File: src/rtl/chess_pkg.sv
// Shared types and board geometry for the chess move-selection logic.
package chess_pkg;

    typedef logic [2:0] tile_idx_t;

    typedef enum logic [1:0] {
        ST_IDLE     = 2'd0,
        ST_SELECTED = 2'd1,
        ST_ISSUE    = 2'd2
    } sel_state_e;

    localparam int TILE        = 45;
    localparam int X0          = 140;
    localparam int Y0          = 60;
    localparam int BOARD_TILES = 8;

    // A square belongs to the side to move when it holds a piece of that colour.
    function automatic logic is_own(input logic occupied, input logic white,
                                    input logic white_turn);
        return occupied && (white == white_turn);
    endfunction

endpackage

File: src/rtl/chess_click_edge.sv
// Rising-edge detector on the (already synchronous) mouse button level.
module chess_click_edge (
    input  logic Clk,
    input  logic Reset,
    input  logic btn_i,
    output logic click_o
);

    logic btn_q;

    // Held high in reset so a button still down at release is not a new click.
    always_ff @(posedge Clk) begin
        if (Reset) btn_q <= 1'b1;
        else       btn_q <= btn_i;
    end

    assign click_o = btn_i & ~btn_q;

endmodule

File: src/rtl/chess_move_select.sv
// Two-click move entry: pick an own piece, then a target square; the move is
// offered to the consumer with a valid/ready handshake.
module chess_move_select
    import chess_pkg::*;
#(
    parameter int TIMEOUT_CYCLES = 67108864
) (
    input  logic      Clk,
    input  logic      Reset,
    input  logic      mouse_btn,
    input  logic      on_board,
    input  tile_idx_t tile_row,
    input  tile_idx_t tile_col,
    input  logic      sq_occupied,
    input  logic      sq_white,
    input  logic      white_turn,
    input  logic      move_ready,
    output logic      move_valid,
    output tile_idx_t src_row,
    output tile_idx_t src_col,
    output tile_idx_t dst_row,
    output tile_idx_t dst_col,
    output logic      capture,
    output logic      sel_active,
    output tile_idx_t sel_row,
    output tile_idx_t sel_col
);

    localparam int CNT_W = (TIMEOUT_CYCLES > 1) ? $clog2(TIMEOUT_CYCLES) : 1;
    localparam logic [CNT_W-1:0] CNT_LAST = CNT_W'(TIMEOUT_CYCLES - 1);

    sel_state_e       state_q, state_d;
    tile_idx_t        src_row_q, src_row_d, src_col_q, src_col_d;
    tile_idx_t        dst_row_q, dst_row_d, dst_col_q, dst_col_d;
    logic             capture_q, capture_d;
    logic [CNT_W-1:0] cnt_q, cnt_d;
    logic             click;
    logic             own;
    logic             same_sq;

    chess_click_edge u_click_edge (
        .Clk     (Clk),
        .Reset   (Reset),
        .btn_i   (mouse_btn),
        .click_o (click)
    );

    assign own     = is_own(sq_occupied, sq_white, white_turn);
    assign same_sq = (tile_row == src_row_q) && (tile_col == src_col_q);

    always_comb begin
        state_d   = state_q;
        src_row_d = src_row_q;
        src_col_d = src_col_q;
        dst_row_d = dst_row_q;
        dst_col_d = dst_col_q;
        capture_d = capture_q;
        cnt_d     = '0;

        unique case (state_q)
            ST_IDLE: begin
                if (click && on_board && own) begin
                    src_row_d = tile_row;
                    src_col_d = tile_col;
                    state_d   = ST_SELECTED;
                end
            end
            ST_SELECTED: begin
                cnt_d = cnt_q + CNT_W'(1);
                // A click in the timeout cycle wins over the timeout.
                if (click) begin
                    if (!on_board || same_sq) begin
                        state_d = ST_IDLE;
                    end else if (own) begin
                        src_row_d = tile_row;
                        src_col_d = tile_col;
                        cnt_d     = '0;
                    end else begin
                        dst_row_d = tile_row;
                        dst_col_d = tile_col;
                        capture_d = sq_occupied;
                        state_d   = ST_ISSUE;
                    end
                end else if (cnt_q == CNT_LAST) begin
                    state_d = ST_IDLE;
                end
            end
            ST_ISSUE: begin
                if (move_ready) state_d = ST_IDLE;
            end
            default: state_d = ST_IDLE;
        endcase

        if (state_d != ST_SELECTED) cnt_d = '0;
    end

    always_ff @(posedge Clk) begin
        if (Reset) begin
            state_q   <= ST_IDLE;
            src_row_q <= '0;
            src_col_q <= '0;
            dst_row_q <= '0;
            dst_col_q <= '0;
            capture_q <= 1'b0;
            cnt_q     <= '0;
        end else begin
            state_q   <= state_d;
            src_row_q <= src_row_d;
            src_col_q <= src_col_d;
            dst_row_q <= dst_row_d;
            dst_col_q <= dst_col_d;
            capture_q <= capture_d;
            cnt_q     <= cnt_d;
        end
    end

    assign move_valid = (state_q == ST_ISSUE);
    assign sel_active = (state_q != ST_IDLE);
    assign src_row    = src_row_q;
    assign src_col    = src_col_q;
    assign sel_row    = src_row_q;
    assign sel_col    = src_col_q;
    assign dst_row    = dst_row_q;
    assign dst_col    = dst_col_q;
    assign capture    = capture_q;

endmodule

File: config.mk
export PLATFORM = sky130hd
export DESIGN_NAME = chess_move_select
export DESIGN_NICKNAME = d
export VERILOG_FILES = /design/src/rtl/chess_pkg.sv /design/src/rtl/chess_click_edge.sv /design/src/rtl/chess_move_select.sv
export SDC_FILE = /design/constraint.sdc
export NUM_CORES = 1
export LEC_CHECK = 0
export CORE_MARGIN = 2
export CORE_UTILIZATION = 45
export DETAILED_ROUTE_END_ITERATION = 16
export PLACE_DENSITY = 0.7
export SKIP_LAST_GASP = 1
export SLEW_MARGIN = 40
export SYNTH_ARGS = -nofsm -noshare
export SYNTH_HDL_FRONTEND = slang
export SYNTH_SLANG_ARGS = --single-unit
File: constraint.sdc
create_clock -name Clk -period 2.9 [get_ports Clk]
set_input_delay 0.29 -clock Clk [delete_from_list [all_inputs] [get_ports Clk]]
set_output_delay 0.29 -clock Clk [all_outputs]
set_load 0.1 [all_outputs]
==> impl_metrics.ini <==
[run_status]
outcome = finished clean

[drt]
drt-total-wl_mm = 3.37
drc_errors = 0
wl_per_cell_um = 11.7
vias = 1387
via_per_inst = 4.82
drt_iter0_drc = 58
antenna_left = 0
first_pass_iters = 4

[grt]
grt_first_pass_wirelength_mm = 6.08
antenna_found_initial = 0
grt.overflow.total = 0
groute.usage.overall_pct = 15.4
grt_pass1_vias = 1436
grt_max_degree = 18

[sta]
clock_skew_ns = 0.00538
setup_viol = 0
slew_headroom_pct = 64.1
drv_slew = 0
tightest_slew_ns = 0.538
finalHoldViolations = 0
rsz0062_at_grt = false
post-route-period-util_pct = 71.6
whs_ns = 0.442
min_period_ns = 2.08
fmax_mhz = 482
fin_setup_tns_ns = 0
layout_setup_ws_ns = 0.825

[worst_setup_path]
cpMostUsedCell = nor2_1
r2r_cells = 7
max_stage_delay_ns = 0.38
setup.worst_path.end = cnt_q[14]
crit_fanout = 11
startpoint_type = flop
cp_cell_sequence = ha_1 > nand3_1 > nor2_1 > a41oi_2 > o211ai_4 > buf_4 > nor2_1
r2r_end = cnt_q[14]
rr_startpoint = cnt_q[0]
required_ns = 3.09
arrival_ns = 2.26
worstSetupStartpoint = cnt_q[0]
cpMaxStageDelayCell = dfxtp_1
criticalPathCategory = reg2reg
end_kind = flop
r2r_setup_slack_ns = 0.82

[yosys]
syn_area_per_cell_um2 = 9.40
synth_area_um2 = 1920
ys_ff_latch = 42
synthDominantCellAreaShare_pct = 43.8
ys_types = 33
synth_area_leaders = dfxtp_1 (44%), nor2_1 (9.0%), xor2_1 (7.8%), xnor2_1 (6.4%), mux2i_1 (6.3%)
syn_inst = 204
ys_seq_area_share_pct = 43.8
syn_nets = 219
yosysTopAreaCell = dfxtp_1
yosysWarnings = 0

[placed_design]
dpl.hpwl_mm = 2.50
io_buffers = 34
gp_congestion = 0.770
pre_cts_ws_ns = 0.681

[worst_hold_path]
hold_path_class = reg2reg

[finish]
antennaDiodeCount = 0
area_growth_pct = 19.6
drive_above_1_share_pct = 17.2
final_nets = 253

[power_and_ir_drop]
vdd_drop_max_mv = 0.281
power_w = 0.000985
power_density_nw_per_um2 = 429
power_leakage_nw = 0.881

[cts]
ctsRootBufferMaster = clkbuf_8
cts_tree = built
clk_latency_ns = 0.29
clk_pin_slew_ns = 0.08
postCtsSetupRepairBufs = 0
postCtsHoldBufs = 0
htree_levels = 2
numCtsBuffers = 5
cts.sinks = 42
clock_path_buffers = 2
cts_resized = 0

[floorplanning]
die-area_um2 = 4800
initial_core_util_pct = 47.3
die_h_um = 69.3
io_pins = 35
rows = 23
die_x_um = 69.3
core_um2 = 4060

[run]
drv_cap = 0
==> per-layer routing <==
| metal | global-route usage [%] | vias to the layer above | part of all wire [%] |
|---|---|---|---|
| li1 | - | 738 | - |
| met3 | 4.65 | 4 | 3.7 |
| met5 | 0 | - | 0 |
| met1 | 19.9 | 625 | 49 |
| met2 | 23.7 | 20 | 46 |
| met4 | 6.97 | 0 | 1.6 |
==> cell usage in the layout (no fill, tap or decap), types with 2 or more instances in the layout <==
cell type,count
nor2_1,46
dfxtp_1,42
buf_4,25
xor2_1,17
xnor2_1,14
clkdlybuf4s50_1,13
mux2i_1,12
nand3_1,10
nand4_1,9
nand2_1,9
inv_1,7
clkbuf_8,5
nor2b_1,2
or2_2,2
nand2b_1,2
a21oi_1,2
nor4_4,2
and3_1,2
clkinv_2,2
==> cell usage after synthesis, drive strengths merged <==
| cell | n |
|---|---|
| a211oi | 1 |
| a21o | 1 |
| a21oi | 2 |
| a41oi | 1 |
| and3 | 2 |
| and4 | 1 |
| buf | 9 |
| clkbuf | 2 |
| dfxtp | 42 |
| ha | 1 |
| inv | 7 |
| mux2i | 12 |
| nand2 | 9 |
| nand2b | 2 |
| nand3 | 10 |
| nand3b | 1 |
| nand4 | 10 |
| nor2 | 46 |
| nor2b | 2 |
| nor3 | 1 |
| nor4 | 3 |
| nor4bb | 1 |
| o211ai | 1 |
| o21a | 1 |
| o21ai | 1 |
| o21bai | 1 |
| o31ai | 1 |
| or2 | 2 |
| xnor2 | 14 |
| xor2 | 17 |
==> cell families after synthesis <==
logic type	Yosys count	share of synthesized area, %
simple gates	90	24.5
flops	42	43.8
xor+xnor	31	14.2
buf+inv	18	5.68
mux	12	6.26
compound gates	10	4.89
fa+ha+maj	1	0.652
==> worst max-delay path: cells and delay by family, from the launching register on <==
kind | cells | cell delay (ns)
buf+inv | 1 | 0.24
flops | 1 | 0.38
compound gates | 2 | 0.58
simple gates | 3 | 0.57
fa+ha+maj | 1 | 0.20
==> metrics by stage <==
stage | cell area [µm²] | instances | utilization, %
after global placement | 2220 | 281 | 54.6
after detailed placement | 2220 | 281 | 54.6
after CTS | 2290 | 288 | 56.6
final | 2290 | 288 | 56.6
after global routing | 2290 | 288 | 56.6
after floorplan | 1920 | 204 | -
==> power by group <==
group,switching [W],internal [W]
registers,0.00000145,0.000578
clock network,0.000188,0.000162
logic,0.0000291,0.0000270
==> registers in the layout, indices dropped and copies added, names as in the netlist <==
signal and flops:
cnt_q 26, dst_col 3, dst_row 3, sel_col 3, sel_row 3, state_q 2
capture 1, u_click_edge.btn_q 1
==> worst min-delay path by stage <==
| stage | depth (start not counted) | startpoint | endpoint | slack (ns) |
|---|---|---|---|---|
| after floorplan | 1 | mouse_btn | u_click_edge.btn_q | 0.40 |
| final | 2 | capture | capture | 0.44 |
| after global routing | 2 | capture | capture | 0.47 |
| after global placement | 2 | capture | capture | 0.43 |
| after CTS | 2 | capture | capture | 0.45 |
| after detailed placement | 2 | capture | capture | 0.43 |
==> layout make-up <==
cell class                 count  area, µm²
fill                         353       1760
timing repair buffer          38        318
clock buffer                   5       68.8
sequential                    42        841
clock inverter                 2       10.0
inverter                       7       26.3
multi-input combinational    144        968
tap                           50       62.6
Power figures use the tool's default switching activity.
